===== src/rtl/hid_pkg.sv =====
// Shared ASCII control codes and accumulator state encoding for the HID line path.
package hid_pkg;

    localparam logic [7:0] CH_LF  = 8'h0A;
    localparam logic [7:0] CH_CR  = 8'h0D;
    localparam logic [7:0] CH_BS  = 8'h08;
    localparam logic [7:0] CH_DEL = 8'h7F;

    typedef enum logic {
        ACC_S_ACCUM,
        ACC_S_CR_SEEN
    } acc_state_e;

endpackage


===== src/rtl/line_hold_reg.sv =====
// One-entry valid/ready holding register; an offer that finds it busy is dropped.
module line_hold_reg #(
    parameter int WIDTH = 8
) (
    input  logic             clk,
    input  logic             rst_n,
    input  logic             offer,
    input  logic [WIDTH-1:0] offer_data,
    input  logic             ready,
    output logic [WIDTH-1:0] data,
    output logic             valid,
    output logic             dropped
);

    logic [WIDTH-1:0] data_q, data_d;
    logic             valid_q, valid_d;
    logic             dropped_q, dropped_d;
    logic             load;

    // Ready only matters while full, so the slot frees in the same cycle it is reloaded.
    assign load = offer && (!valid_q || ready);

    always_comb begin
        data_d    = data_q;
        valid_d   = valid_q;
        dropped_d = offer && valid_q && !ready;
        if (load) begin
            data_d  = offer_data;
            valid_d = 1'b1;
        end else if (valid_q && ready) begin
            valid_d = 1'b0;
        end
    end

    always_ff @(posedge clk or negedge rst_n) begin
        if (!rst_n) begin
            data_q    <= '0;
            valid_q   <= 1'b0;
            dropped_q <= 1'b0;
        end else begin
            data_q    <= data_d;
            valid_q   <= valid_d;
            dropped_q <= dropped_d;
        end
    end

    assign data    = data_q;
    assign valid   = valid_q;
    assign dropped = dropped_q;

endmodule


===== src/rtl/line_assembler.sv =====
// Accumulates UART bytes into lines with BS/DEL editing and CR/LF/CRLF termination.
module line_assembler
    import hid_pkg::*;
#(
    parameter int MAX_CHARS  = 16,
    parameter int EMIT_EMPTY = 0,
    parameter int LEN_W      = $clog2(MAX_CHARS + 1)
) (
    input  logic                   clk,
    input  logic                   rst_n,
    input  logic [7:0]             rx_char,
    input  logic                   rx_valid,
    output logic [MAX_CHARS*8-1:0] line_out,
    output logic [LEN_W-1:0]       line_len,
    output logic                   line_overflow,
    output logic                   line_valid,
    input  logic                   line_ready,
    output logic                   line_dropped
);

    localparam int HOLD_W = MAX_CHARS * 8 + LEN_W + 1;
    localparam logic [LEN_W-1:0] MAX_LEN = LEN_W'(MAX_CHARS);

    acc_state_e                  state_q, state_d;
    logic [MAX_CHARS-1:0][7:0]   buf_q, buf_d;
    logic [LEN_W-1:0]            len_q, len_d;
    logic                        ovf_q, ovf_d;
    logic                        term;
    logic                        offer;
    logic [HOLD_W-1:0]           hold_data;

    always_comb begin
        state_d = state_q;
        buf_d   = buf_q;
        len_d   = len_q;
        ovf_d   = ovf_q;
        term    = 1'b0;
        if (rx_valid) begin
            if (state_q == ACC_S_CR_SEEN && rx_char == CH_LF) begin
                // Second half of CRLF: the line was already terminated by the CR.
                state_d = ACC_S_ACCUM;
            end else if (rx_char == CH_CR || rx_char == CH_LF) begin
                term    = 1'b1;
                state_d = (rx_char == CH_CR) ? ACC_S_CR_SEEN : ACC_S_ACCUM;
                buf_d   = '0;
                len_d   = '0;
                ovf_d   = 1'b0;
            end else begin
                state_d = ACC_S_ACCUM;
                if (rx_char == CH_BS || rx_char == CH_DEL) begin
                    if (len_q != '0) begin
                        len_d = len_q - 1'b1;
                        for (int i = 0; i < MAX_CHARS; i++) begin
                            if (i == int'(len_q) - 1) buf_d[i] = 8'h00;
                        end
                    end
                end else if (len_q < MAX_LEN) begin
                    len_d = len_q + 1'b1;
                    for (int i = 0; i < MAX_CHARS; i++) begin
                        if (i == int'(len_q)) buf_d[i] = rx_char;
                    end
                end else begin
                    ovf_d = 1'b1;
                end
            end
        end
    end

    assign offer = term && (len_q != '0 || ovf_q || EMIT_EMPTY != 0);

    always_ff @(posedge clk or negedge rst_n) begin
        if (!rst_n) begin
            state_q <= ACC_S_ACCUM;
            buf_q   <= '0;
            len_q   <= '0;
            ovf_q   <= 1'b0;
        end else begin
            state_q <= state_d;
            buf_q   <= buf_d;
            len_q   <= len_d;
            ovf_q   <= ovf_d;
        end
    end

    line_hold_reg #(
        .WIDTH(HOLD_W)
    ) u_hold (
        .clk        (clk),
        .rst_n      (rst_n),
        .offer      (offer),
        .offer_data ({ovf_q, len_q, buf_q}),
        .ready      (line_ready),
        .data       (hold_data),
        .valid      (line_valid),
        .dropped    (line_dropped)
    );

    assign line_out      = hold_data[MAX_CHARS*8-1:0];
    assign line_len      = hold_data[MAX_CHARS*8 +: LEN_W];
    assign line_overflow = hold_data[HOLD_W-1];

endmodule

===== config.mk =====
export PLATFORM = sky130hd
export DESIGN_NAME = line_assembler
export DESIGN_NICKNAME = d
export VERILOG_FILES = /design/src/rtl/hid_pkg.sv /design/src/rtl/line_hold_reg.sv /design/src/rtl/line_assembler.sv
export SDC_FILE = /design/constraint.sdc
export NUM_CORES = 1
export LEC_CHECK = 0
export BUFFER_PORTS_ARGS = -buffer_cell sky130_fd_sc_hd__buf_2
export CAP_MARGIN = 10
export CORE_MARGIN = 4
export CORE_UTILIZATION = 61
export DETAILED_ROUTE_END_ITERATION = 10
export PLACE_DENSITY = 0.94
export SYNTH_ARGS = -nofsm -noshare
export SYNTH_HDL_FRONTEND = slang
export SYNTH_HIERARCHICAL = 1
export SYNTH_SLANG_ARGS = --single-unit
export TNS_END_PERCENT = 5

===== constraint.sdc =====
create_clock -name clk -period 3.5 [get_ports clk]
set_clock_uncertainty 0.2 [all_clocks]
set_input_delay 0.7 -clock clk [delete_from_list [all_inputs] [get_ports clk]]
set_output_delay 0.7 -clock clk [all_outputs]
set_load 0.005 [all_outputs]

==> impl_metrics.ini <==
[job]
drv_cap = 0

[floorplanning]
die_h_um = 143.8
core_area_mm2 = 0.01802
ios = 148
die_area_mm2 = 0.02067
initial_core_util = 0.6240
die_x_um = 143.8
rows = 49

[sta]
min_period_ns = 2.914
worst_pin_slew_ns = 0.8599
finalSetupViolations = 0
finalHoldViolations = 0
timing.slew.headroom = 0.4267
drv_slew = 0
grt_setup_unrepaired = false
tns_ns = 0
fmax_ghz = 0.3432
fin_crit_sh = 0.8325
holdWs_ns = 0.006287

[logic_synthesis]
synth-xor-area-share = 0.002336
synth_area_mm2 = 0.01125
synthMuxAreaShare = 0.2783
synth-seq-area-share = 0.6030
async_flop_share = 1.000
synthDistinctLibCells = 48
yosys_warnings = 6
synth-edff-count = 0
synthCells = 712
synth_top_family_by_area = multiplexers
synth-main-ff-cell = dfrtp_1
synthAdderAreaFrac = 0.005117
yosys_register_bits = 271
syn_area_per_cell_um2 = 15.80
synth-simple-area-share = 0.04550
synth-compound-area-share = 0.04595
syn_nets = 728

[cts]
clk_pin_slew_ns = 0.06
cts.sinks = 271
insertion_delay_ns = 0.52
cts_buffers = 27
clk_path_buf_depth = 3
postCtsHoldBufs = 0
cts_root_buf = clkbuf_16
cts_tree = built
cts_resized = 0
htreeDepth = 1
post_cts_buffers = 0

[global_routing]
antenna_found_initial = 0
grt_max_degree = 97
track_usage = 0.2477
grt_pass1_wl_um = 40010
grt_pass1_vias = 7098
overflow = 0

[final_layout]
diodes = 0
layout-drive-gt1-share = 0.5275
nets = 889
stdcell_area_mm2 = 0.01325
final_common_cell = dfrtp_1
area_delta_synth_final_pct = 17.82
mostFrequentLayoutCells = dfrtp_1, mux2_2, buf_2, mux2_4, nand2_1

[power_and_ir_drop]
p_seq_frac = 0.504
power.share.clock = 0.392
power.density_mw_per_mm2 = 563.2
vdd_drop_max_uv = 536.0
intPower_w = 0.005681
p_sw_w = 0.001782
total_leakage_power_nw = 6.793
combinationalPowerShare = 0.104
switching_share = 0.2388

[worst_setup_path]
cp_data_arrival_time_ns = 3.14
slowest_delay_ns = 0.66
cp_top_family = simple AND/OR/NAND/NOR gates
worstPathCellList = buf_2, nor2b_1, nand2_1, o41ai_4, buf_4, or3_1, nand2_1, mux2i_1
cp-end-kind = flop
critPathMaxFanout = 21
crit_path_start_kind = primary input
critPathBufInv = 2
cpMostUsedCell = nand2_1
crit_slowest_cell = or3_1
critical_path_class = primary input to flop
crit_required_ns = 3.73

[routing]
wl_met2_um = 12080
routed_wl_um = 25140
wl_met3_um = 1791
drt_iter0_drc = 412
drc = 0
drt-vias-per-instance = 5.904
wl_met1_um = 10410
routedWlPerCell_um = 22.44
vias = 6613
top_layer = met4
dr.pass1.iters = 5
drtAntennaViolNets = 0

[placed_design]
gp_congestion = 0.8671
dp_hpwl_um = 16130
dpl_cell_area_mm2 = 0.01235
portBuffers = 147

[hold_path]
hold_path_class = primary input to async pin

[outcome]
status = completed
==> metal layers <==
metal | global-route usage | up-vias
met2 | 0.4036 | 250
li1 | - | 2868
met3 | 0.05524 | 71
met4 | 0.08028 | 0
met1 | 0.3350 | 3424
met5 | 0 | -
==> per-stage QoR <==
step / std cells / power (W) / worst slack (ns) / utilization
3_5_place_dp: 1073 / 0.004582 / 0.1429 / 0.6851
4_1_cts: 1120 / 0.007523 / 0.6449 / 0.7352
2_1_floorplan: 712 / 0.004207 / 0.3576 / -
6_report: 1120 / 0.007463 / 0.5863 / 0.7352
3_3_place_gp: 1073 / 0.004514 / 0.1965 / 0.6851
5_1_grt: 1120 / 0.007743 / 0.3671 / 0.7352
==> power by group through the flow <==
stage	Sequential, W	Clock [W]	Combinational, W
final	0.00376	0.00292	0.000777
after global routing	0.00381	0.00308	0.000853
after detailed placement	0.00381	0	0.000773
after global placement	0.00379	0	0.000729
after floorplan	0.00372	0	0.000490
after CTS	0.00376	0.00297	0.000788
==> synth_stat cells, types with 4 or more instances <==
master      n  area (um2)
a21oi_1     4       20.02
a221oi_4   12       315.3
and2_1      7       43.79
buf_2      13       65.06
buf_6       7       78.83
clkbuf_1   11       41.29
dfrtp_1   271        6782
inv_1       4       15.01
mux2_2    178        2004
mux2_4     61       915.9
mux2i_1    21       210.2
nand2_1    53       198.9
nand3_1     7       35.03
nor2_1      4       15.01
nor3_1      8       40.04
==> final timing paths <==
path                                 start                to  slack (ns)  cells after the start
worst max-delay path            rx_char[3]         buf_q[38]        0.59                      8
worst min-delay path                 rst_n  u_hold/data[101]       0.006                      1
worst max register to register    len_q[1]         buf_q[66]        0.74                      4
worst min register to register   buf_q[62]   u_hold/data[62]        0.30                      1
max in group asynchronous            rst_n   u_hold/data[43]        2.26                      2
min in group clk                  rx_valid           state_q        0.26                      2
==> registers in the layout, summed over array words and instances (netlist names) <==
signal / cells
u_hold/data: 134
len_q: 5
u_hold/dropped: 1
buf_q: 128
u_hold/valid: 1
ovf_q: 1
state_q: 1
==> logic make-up (layout without fill, tap and decap cells) <==
family          count (synthesis)  count (layout)
compound gates                 36              36
xor+xnor                        3               3
fa+ha+maj                       4               4
buf+inv                        38             217
flops                         271             271
mux                           260             260
simple gates                  100             100
==> final cells by class <==
cell class,count,area (um2)
clock buffers,38,777.0
clock inverters,9,126.4
fillers,1075,4773
inverters,4,15.01
multi-input cells,403,4277
flip-flops and latches,271,6782
well taps,229,286.5
repair buffers,166,988.4
(Power assumes the default switching activity.)
